<file path="src/rtl/adc_dac_pkg.sv">
// adc_dac_pkg
// Shared constants and types for the ADC decimation datapath:
//   IN_W / OUT_W      : input sample and requantized output widths
//   SAT_MAX / SAT_MIN : signed limits for the requantized output
//   dec_state_e       : decimator FSM state encoding
package adc_dac_pkg;

  localparam int IN_W  = 24;
  localparam int OUT_W = 8;

  localparam int SAT_MAX = 127;
  localparam int SAT_MIN = -128;

  typedef enum logic [1:0] {
    ST_IDLE  = 2'd0,
    ST_ACCUM = 2'd1,
    ST_EMIT  = 2'd2
  } dec_state_e;

endpackage

</file>
<file path="src/rtl/adc_sample_fifo.sv">
// adc_sample_fifo
// Synchronous FIFO holding requantized output samples.
// A push is taken when the FIFO is not full, or when it is full and a pop
// happens in the same cycle (the popped slot is rewritten). The storage is
// reset so that the head reads 0 while in reset.
// Ports:
//   clk, rst_n     : clock, async active-low reset
//   push, push_data: write request and data
//   pop            : read request (ignored when empty)
//   full, empty    : occupancy status
//   head           : oldest entry, read straight from the storage registers
module adc_sample_fifo
  import adc_dac_pkg::*;
#(
  parameter int FIFO_DEPTH = 4
) (
  input  logic             clk,
  input  logic             rst_n,
  input  logic             push,
  input  logic [OUT_W-1:0] push_data,
  input  logic             pop,
  output logic             full,
  output logic             empty,
  output logic [OUT_W-1:0] head
);

  localparam int AW = (FIFO_DEPTH > 1) ? $clog2(FIFO_DEPTH) : 1;
  localparam logic [AW:0] DEPTH_C = (AW+1)'(FIFO_DEPTH);

  logic [OUT_W-1:0] mem [FIFO_DEPTH];
  logic [AW-1:0]    wr_ptr_q;
  logic [AW-1:0]    rd_ptr_q;
  logic [AW:0]      count_q;
  logic             do_push;
  logic             do_pop;

  assign full    = (count_q == DEPTH_C);
  assign empty   = (count_q == '0);
  assign do_pop  = pop & ~empty;
  assign do_push = push & (~full | do_pop);
  assign head    = mem[rd_ptr_q];

  // Depth is a power of two, so the pointers wrap by natural overflow.
  always_ff @(posedge clk or negedge rst_n) begin
    if (!rst_n) begin
      wr_ptr_q <= '0;
      rd_ptr_q <= '0;
      count_q  <= '0;
      for (int i = 0; i < FIFO_DEPTH; i++) begin
        mem[i] <= '0;
      end
    end else begin
      if (do_push) begin
        mem[wr_ptr_q] <= push_data;
        wr_ptr_q      <= wr_ptr_q + 1'b1;
      end
      if (do_pop) begin
        rd_ptr_q <= rd_ptr_q + 1'b1;
      end
      case ({do_push, do_pop})
        2'b10:   count_q <= count_q + 1'b1;
        2'b01:   count_q <= count_q - 1'b1;
        default: count_q <= count_q;
      endcase
    end
  end

endmodule

</file>
<file path="src/rtl/adc_data_decimation.sv">
// adc_data_decimation
// Averages DECIM signed 24-bit ADC samples, requantizes the sum to a signed
// 8-bit sample (arithmetic shift by log2(DECIM)+16, then saturation) and
// queues the result in an output FIFO.
// Build option: define ADC_DECIM_ROUND_EN to round half up before the shift;
// otherwise the shift truncates toward negative infinity.
// Ports:
//   clk, rst_n          : clock, async active-low reset
//   enn                 : block enable; low freezes accumulation, FIFO drains
//   in_valid, in_data   : ADC sample input, in_ready accepts it
//   out_valid, out_data : FIFO head, popped when out_ready is high
//   sat_flag            : sticky, set when any emitted sample was clipped
//
// state    | meaning
// ---------+---------------------------------------------------------
// ST_IDLE  | waiting for the first sample of a group
// ST_ACCUM | summing samples, cnt_q = samples still needed
// ST_EMIT  | pushing the requantized sum, waits here while FIFO full
module adc_data_decimation
  import adc_dac_pkg::*;
#(
  parameter int DECIM      = 4,
  parameter int FIFO_DEPTH = 4
) (
  input  logic             clk,
  input  logic             rst_n,
  input  logic             enn,
  input  logic             in_valid,
  input  logic [IN_W-1:0]  in_data,
  output logic             in_ready,
  output logic             out_valid,
  output logic [OUT_W-1:0] out_data,
  input  logic             out_ready,
  output logic             sat_flag
);

  localparam int SH    = $clog2(DECIM);
  localparam int ACC_W = IN_W + SH;
  localparam int RS    = SH + 16;
  // One guard bit so the rounding offset can never overflow the sum.
  localparam int SUM_W = ACC_W + 1;
  localparam int CNT_W = SH;

  localparam logic signed [SUM_W-1:0] SAT_HI = SUM_W'(SAT_MAX);
  localparam logic signed [SUM_W-1:0] SAT_LO = SUM_W'(SAT_MIN);

  dec_state_e              state_q, state_d;
  logic signed [ACC_W-1:0] acc_q, acc_d;
  logic [CNT_W-1:0]        cnt_q, cnt_d;
  logic                    sat_q;

  logic signed [ACC_W-1:0] in_ext;
  logic signed [SUM_W-1:0] sum_r;
  logic signed [SUM_W-1:0] shv;
  logic                    clip_hi;
  logic                    clip_lo;
  logic [OUT_W-1:0]        result;
  logic                    accept;
  logic                    push;
  logic                    pop;
  logic                    fifo_full;
  logic                    fifo_empty;

  // Reset gates in_ready directly so nothing is offered as accepted while
  // rst_n is held low.
  assign in_ready = rst_n & enn & ((state_q == ST_IDLE) | (state_q == ST_ACCUM));
  assign accept   = in_valid & in_ready;
  assign in_ext   = {{SH{in_data[IN_W-1]}}, in_data};

`ifdef ADC_DECIM_ROUND_EN
  localparam logic signed [SUM_W-1:0] RND =
    {{(SUM_W-RS){1'b0}}, 1'b1, {(RS-1){1'b0}}};
  assign sum_r = $signed({acc_q[ACC_W-1], acc_q}) + RND;
`else
  assign sum_r = $signed({acc_q[ACC_W-1], acc_q});
`endif

  assign shv     = sum_r >>> RS;
  assign clip_hi = (shv > SAT_HI);
  assign clip_lo = (shv < SAT_LO);
  assign result  = clip_hi ? OUT_W'(SAT_MAX) :
                   clip_lo ? OUT_W'(SAT_MIN) : shv[OUT_W-1:0];

  assign pop       = out_valid & out_ready;
  assign out_valid = ~fifo_empty;
  assign sat_flag  = sat_q;

  always_ff @(posedge clk or negedge rst_n) begin
    if (!rst_n) begin
      state_q <= ST_IDLE;
      acc_q   <= '0;
      cnt_q   <= '0;
      sat_q   <= 1'b0;
    end else begin
      state_q <= state_d;
      acc_q   <= acc_d;
      cnt_q   <= cnt_d;
      if (push && (clip_hi || clip_lo)) begin
        sat_q <= 1'b1;
      end
    end
  end

  always_comb begin
    state_d = state_q;
    acc_d   = acc_q;
    cnt_d   = cnt_q;
    push    = 1'b0;
    case (state_q)
      ST_IDLE: begin
        if (accept) begin
          acc_d   = in_ext;
          cnt_d   = CNT_W'(DECIM - 1);
          state_d = ST_ACCUM;
        end
      end
      ST_ACCUM: begin
        if (accept) begin
          acc_d = acc_q + in_ext;
          cnt_d = cnt_q - 1'b1;
          if (cnt_q == CNT_W'(1)) begin
            state_d = ST_EMIT;
          end
        end
      end
      ST_EMIT: begin
        // A pop in the same cycle frees the slot even when the FIFO is full.
        if (enn && (!fifo_full || pop)) begin
          push    = 1'b1;
          state_d = ST_IDLE;
        end
      end
      default: begin
        state_d = ST_IDLE;
      end
    endcase
  end

  adc_sample_fifo #(
    .FIFO_DEPTH(FIFO_DEPTH)
  ) u_fifo (
    .clk       (clk),
    .rst_n     (rst_n),
    .push      (push),
    .push_data (result),
    .pop       (pop),
    .full      (fifo_full),
    .empty     (fifo_empty),
    .head      (out_data)
  );

endmodule

</file>
<file path="config.mk">
export PLATFORM = sky130hd
export DESIGN_NAME = adc_data_decimation
export DESIGN_NICKNAME = d
export VERILOG_FILES = /design/src/rtl/adc_dac_pkg.sv /design/src/rtl/adc_sample_fifo.sv /design/src/rtl/adc_data_decimation.sv
export SDC_FILE = /design/constraint.sdc
export NUM_CORES = 1
export LEC_CHECK = 0
export ABC_CLOCK_PERIOD_IN_PS = 3400
export CORE_ASPECT_RATIO = 1.75
export CORE_MARGIN = 2
export CORE_UTILIZATION = 55
export DETAILED_ROUTE_END_ITERATION = 10
export HOLD_SLACK_MARGIN = 0.03
export PLACE_DENSITY = 0.77
export SYNTH_ARGS = -nofsm -noshare
export SYNTH_HDL_FRONTEND = slang
export SYNTH_SLANG_ARGS = --single-unit
</file>
<file path="constraint.sdc">
create_clock -name clk -period 3.4 [get_ports clk]
set_input_delay 0.34 -clock clk [delete_from_list [all_inputs] [get_ports clk]]
set_output_delay 0.34 -clock clk [all_outputs]
set_load 0.02 [all_outputs]
</file>
==> flow_summary.html <==
<table>
<tr><th>Metric</th><th>Value</th></tr>
<tr><th colspan="2">Floorplanning</th></tr>
<tr><td>Die boundary height</td><td>124 µm</td></tr>
<tr><td>Core region area</td><td>7960 µm²</td></tr>
<tr><td>Initial standard-cell utilization of the core</td><td>0.567</td></tr>
<tr><td>Die area</td><td>8980 µm²</td></tr>
<tr><td>Horiz. Die Dim</td><td>72.5 µm</td></tr>
<tr><td>Number of rows created at floorplan</td><td>43</td></tr>
<tr><td>Number of top-level pins</td><td>40</td></tr>
<tr><th colspan="2">Routing</th></tr>
<tr><td>Detailed-route DRC error count</td><td>0</td></tr>
<tr><td>Initial drt markers</td><td>189</td></tr>
<tr><td>Wire length per cell</td><td>18.0 µm</td></tr>
<tr><td>Drt first pass iters</td><td>4</td></tr>
<tr><td>Total via count after detailed routing</td><td>3653</td></tr>
<tr><td>Mean number of vias per cell</td><td>6.30</td></tr>
<tr><td>Antenna viol nets, final</td><td>0</td></tr>
<tr><td>Aggregate routed wire length</td><td>10500 µm</td></tr>
<tr><th colspan="2">Critical path</th></tr>
<tr><td>Type of origin of the critical path</td><td>input pin</td></tr>
<tr><td>Number of cells on the worst reg-to-reg path</td><td>9</td></tr>
<tr><td>Reg-to-reg critical path startpoint</td><td>acc_q[0]</td></tr>
<tr><td>Data arrival at the endpoint of the critical path</td><td>3.03 ns</td></tr>
<tr><td>Slack of the worst reg-to-reg path</td><td>0.66 ns</td></tr>
<tr><td>Launching instance or port of the critical path</td><td>in_data[0]</td></tr>
<tr><td>Max FO, Critical Path</td><td>4</td></tr>
<tr><td>Critical register-to-register path endpoint</td><td>acc_q[18]</td></tr>
<tr><td>End point of the critical path</td><td>acc_q[18]</td></tr>
<tr><td>Category of the worst setup path capture point</td><td>flop</td></tr>
<tr><td>Required time of the critical path</td><td>3.61 ns</td></tr>
<tr><td>Worst Setup Path Type</td><td>input pin to flop</td></tr>
<tr><th colspan="2">Placed design</th></tr>
<tr><td>Placed Instance Area</td><td>4950 µm²</td></tr>
<tr><td>Weighted congestion reported at the end of routability-driven placement</td><td>0.932</td></tr>
<tr><td>HPWL after detailed placement</td><td>7470 µm</td></tr>
<tr><td>Total of buffers placed on input and output ports</td><td>39</td></tr>
<tr><th colspan="2">Timing</th></tr>
<tr><td>Period Utilization, post-route</td><td>0.828</td></tr>
<tr><td>Fmax</td><td>355 MHz</td></tr>
<tr><td>Tightest slew margin relative to the limit</td><td>0.320</td></tr>
<tr><td>RSZ-0062 raised after global routing</td><td>no</td></tr>
<tr><td>Setup TNS after final layout</td><td>0 ns</td></tr>
<tr><td>Setup clock skew after layout</td><td>0.00529 ns</td></tr>
<tr><td>Setup-failing EPs final</td><td>0</td></tr>
<tr><td>Final critical delay including setup and external delays</td><td>2.82 ns</td></tr>
<tr><td>Least-Margin Pin Slew</td><td>1.02 ns</td></tr>
<tr><td>Final-report hold violation count</td><td>0</td></tr>
<tr><td>Count of pins over their slew limit</td><td>0</td></tr>
<tr><th colspan="2">Global routing</th></tr>
<tr><td>Gr ovfl total</td><td>0</td></tr>
<tr><td>Vias in the first global route</td><td>3773</td></tr>
<tr><td>Antenna violations before repair</td><td>0</td></tr>
<tr><td>All-Layer GR Usage</td><td>0.255</td></tr>
<tr><td>Largest net degree at the start of global routing</td><td>71</td></tr>
<tr><td>Wire length of the first global-routing pass</td><td>17500 µm</td></tr>
<tr><th colspan="2">Power</th></tr>
<tr><td>Total leakage power</td><td>2.40 nW</td></tr>
<tr><td>Seq pwr share</td><td>0.291</td></tr>
<tr><td>Sw Ratio</td><td>0.405</td></tr>
<tr><td>Internal portion of total power</td><td>0.00278 W</td></tr>
<tr><td>Peak supply drop</td><td>0.438 mV</td></tr>
<tr><td>Logic pwr share</td><td>0.476</td></tr>
<tr><td>Fraction of power consumed by the clock network</td><td>0.233</td></tr>
<tr><td>Pwr Density</td><td>884 nW/µm²</td></tr>
<tr><td>Switching power total</td><td>0.00189 W</td></tr>
<tr><th colspan="2">Finish</th></tr>
<tr><td># nets final</td><td>547</td></tr>
<tr><td>Layout cells sized above 1</td><td>0.151</td></tr>
<tr><td>Count of antenna diodes in the layout</td><td>0</td></tr>
<tr><td>Area growth, synth to finish</td><td>17.1%</td></tr>
<tr><td>Final instance area</td><td>5290 µm²</td></tr>
<tr><th colspan="2">Synthesis</th></tr>
<tr><td>Number of nets produced by synthesis</td><td>513</td></tr>
<tr><td>Share of synthesized registers carrying an async set or reset</td><td>1.00</td></tr>
<tr><td>Average instance area after synthesis</td><td>10.0 µm²</td></tr>
<tr><td>Warning count from the yosys run</td><td>0</td></tr>
<tr><td>Share of the synthesized area in the top cell type</td><td>0.388</td></tr>
<tr><td>Combined area of all synthesized cells</td><td>4520 µm²</td></tr>
<tr><td>Number of enable flip-flop cells after synthesis</td><td>0</td></tr>
<tr><td>Cell types with the largest area share after synthesis</td><td>sky130_fd_sc_hd__dfrtp_1 (39%), sky130_fd_sc_hd__ha_1 (8.6%), sky130_fd_sc_hd__mux2_2 (8.0%), sky130_fd_sc_hd__nand2_1 (4.6%), sky130_fd_sc_hd__mux4_2 (4.0%)</td></tr>
<tr><td>Sequential share of the synthesized area</td><td>0.388</td></tr>
<tr><td>Number of flip-flops and latches in the synthesized netlist</td><td>70</td></tr>
<tr><td>Synthesized instance count</td><td>451</td></tr>
<tr><td>Prevailing post-synth register cell</td><td>sky130_fd_sc_hd__dfrtp_1</td></tr>
<tr><td>Cell taking the most area after synthesis</td><td>sky130_fd_sc_hd__dfrtp_1</td></tr>
<tr><td>Unique masters post-synth</td><td>67</td></tr>
<tr><th colspan="2">Clocking</th></tr>
<tr><td>Clock tree from TritonCTS</td><td>done</td></tr>
<tr><td>Number of sinks on the clock net</td><td>70</td></tr>
<tr><td>Resized cells post-CTS</td><td>0</td></tr>
<tr><td>Clock Latency Late Sink</td><td>0.34 ns</td></tr>
<tr><td>Hold_buf cts</td><td>0</td></tr>
<tr><td>Number of H-tree branching levels</td><td>3</td></tr>
<tr><td>Clk slew on worst S/H paths</td><td>0.06 ns</td></tr>
<tr><td>Root buf cell</td><td>sky130_fd_sc_hd__clkbuf_16</td></tr>
<tr><td>Setup fix buffers added after clock tree synthesis</td><td>0</td></tr>
<tr><td>Cts bufs inserted</td><td>9</td></tr>
<tr><td>Deepest clock path buffer count</td><td>2</td></tr>
<tr><th colspan="2">Outcome</th></tr>
<tr><td>Run status</td><td>complete, no violations</td></tr>
<tr><th colspan="2">Job</th></tr>
<tr><td>Max-cap violations</td><td>0</td></tr>
<tr><th colspan="2">Min path</th></tr>
<tr><td>Worst hold path type</td><td>input pin to asynchronous set/reset pin</td></tr>
</table>
[critical path, stage by stage]
cell,delay (ns)
sky130_fd_sc_hd__clkdlybuf4s50_1,0.43
sky130_fd_sc_hd__ha_1,0.23
sky130_fd_sc_hd__fa_1,0.41
sky130_fd_sc_hd__a21oi_1,0.20
sky130_fd_sc_hd__o21ai_0,0.26
sky130_fd_sc_hd__a221oi_2,0.50
sky130_fd_sc_hd__o21ai_2,0.18
sky130_fd_sc_hd__a211oi_2,0.22
sky130_fd_sc_hd__xor2_1,0.17
sky130_fd_sc_hd__o21ai_1,0.07
[synth_stat cells, types with 2 or more instances]
library cell               count
sky130_fd_sc_hd__nor2b_1       2
sky130_fd_sc_hd__xnor2_1      11
sky130_fd_sc_hd__inv_1         8
sky130_fd_sc_hd__mux4_2        8
sky130_fd_sc_hd__nand4_1       2
sky130_fd_sc_hd__a21oi_1      35
sky130_fd_sc_hd__buf_2         2
sky130_fd_sc_hd__ha_1         31
sky130_fd_sc_hd__xor2_1       14
sky130_fd_sc_hd__nand2b_1      3
sky130_fd_sc_hd__o21bai_1      4
sky130_fd_sc_hd__mux2_2       32
sky130_fd_sc_hd__nand3_1       7
sky130_fd_sc_hd__a311o_1       2
sky130_fd_sc_hd__o21ai_0      23
sky130_fd_sc_hd__mux2i_1       3
sky130_fd_sc_hd__fa_1          2
sky130_fd_sc_hd__a311oi_1      2
sky130_fd_sc_hd__o221ai_1      2
sky130_fd_sc_hd__nand2_1      55
sky130_fd_sc_hd__nor2_1       36
sky130_fd_sc_hd__and3_1        5
sky130_fd_sc_hd__a21o_1       10
sky130_fd_sc_hd__clkbuf_1     13
sky130_fd_sc_hd__dfrtp_1      70
sky130_fd_sc_hd__a221oi_1      2
sky130_fd_sc_hd__o211ai_1      2
sky130_fd_sc_hd__a211oi_1      3
sky130_fd_sc_hd__or3_1         7
sky130_fd_sc_hd__nor3_1        3
sky130_fd_sc_hd__a21boi_0      2
sky130_fd_sc_hd__o21a_1        3
sky130_fd_sc_hd__and2_1        3
sky130_fd_sc_hd__a31oi_1      11
[cell usage in the layout, fill, tap and decap left out, types with 3 or more instances in the layout]
cell type                         count
sky130_fd_sc_hd__clkbuf_16            9
sky130_fd_sc_hd__or3_1                7
sky130_fd_sc_hd__nor3_1               3
sky130_fd_sc_hd__mux2i_1              3
sky130_fd_sc_hd__ha_1                31
sky130_fd_sc_hd__and2_1               3
sky130_fd_sc_hd__clkdlybuf4s50_1     38
sky130_fd_sc_hd__nand2_1             55
sky130_fd_sc_hd__dfrtp_1             70
sky130_fd_sc_hd__inv_1                8
sky130_fd_sc_hd__nor2_1              36
sky130_fd_sc_hd__a31oi_1             11
sky130_fd_sc_hd__a21o_1              10
sky130_fd_sc_hd__nand2b_1             3
sky130_fd_sc_hd__bufinv_16            3
sky130_fd_sc_hd__mux4_2               8
sky130_fd_sc_hd__xor2_1              14
sky130_fd_sc_hd__a211oi_1             3
sky130_fd_sc_hd__o21ai_0             23
sky130_fd_sc_hd__a21oi_1             35
sky130_fd_sc_hd__nand3_1              7
sky130_fd_sc_hd__o21a_1               3
sky130_fd_sc_hd__o21bai_1             4
sky130_fd_sc_hd__xnor2_1             11
sky130_fd_sc_hd__mux2_2              32
sky130_fd_sc_hd__and3_1               5
[power groups by stage]
stage	logic [W]	registers [W]	clock network, W
finish	0.00223	0.00136	0.00109
CTS	0.00221	0.00136	0.00111
floorplan	0.00177	0.00124	0
detailed placement	0.00218	0.00137	0
global route	0.00246	0.00141	0.00114
global placement	0.00213	0.00135	0
[registers in the layout, indices dropped and copies added, names as in the netlist]
signal	flops
u_fifo.mem	32
state_q	2
u_fifo.count_q	3
acc_q	26
sat_flag	1
u_fifo.rd_ptr_q	2
cnt_q	2
u_fifo.wr_ptr_q	2
[layer usage]
layer | track usage | wire length, µm | share of wire | vias up
met2 | 0.466 | 5630 | 0.54 | 109
met5 | 0 | 0 | 0 | -
li1 | - | - | - | 1723
met1 | 0.272 | 3980 | 0.38 | 1776
met4 | 0.144 | 512 | 0.049 | 0
met3 | 0.0461 | 342 | 0.033 | 45
[cell type report]
cell class                      count  area [µm²]
Clock inverter                      7         120
Sequential cell                    70        1750
Clock buffer                        9         225
Multi-Input combinational cell    355        2650
Fill cell                         661        2670
Inverter                            8        30.0
Tap cell                           90         113
Timing Repair Buffer               41         400
[metrics by stage]
stage                     power, W  instances  utilization  setup WS, ns  hold WS [ns]
after floorplan            0.00301        451            -          1.01        0.0444
after global placement     0.00348        564        0.621         0.354         0.367
after detailed placement   0.00356        564        0.621         0.261         0.367
after CTS                  0.00469        580        0.665         0.607         0.266
after global routing       0.00501        580        0.665         0.487         0.315
final                      0.00468        580        0.665         0.583         0.223
[cell families (layout without fill, tap and decap cells)]
family	count (synthesis)	count (layout)	share of synthesized area
buffers and inverters	26	65	0.0252
and+or+nand+nor	135	135	0.140
muxes	43	43	0.126
AOI/OAI and AO/OA	119	119	0.177
xor gates and xnor gates	25	25	0.0485
DFF	70	70	0.388
adders and majority gates	33	33	0.0947
[how the worst min path moves through the flow]
stage / from / endpoint / depth (start not counted)
after global placement: sat_flag / sat_flag / 0
after CTS: rst_n / acc_q[14] / 2
after floorplan: rst_n / acc_q[0] / 0
final: rst_n / u_fifo.count_q[1] / 2
after global routing: rst_n / u_fifo.count_q[2] / 2
after detailed placement: sat_flag / sat_flag / 0
Power figures use the tool's default switching activity.
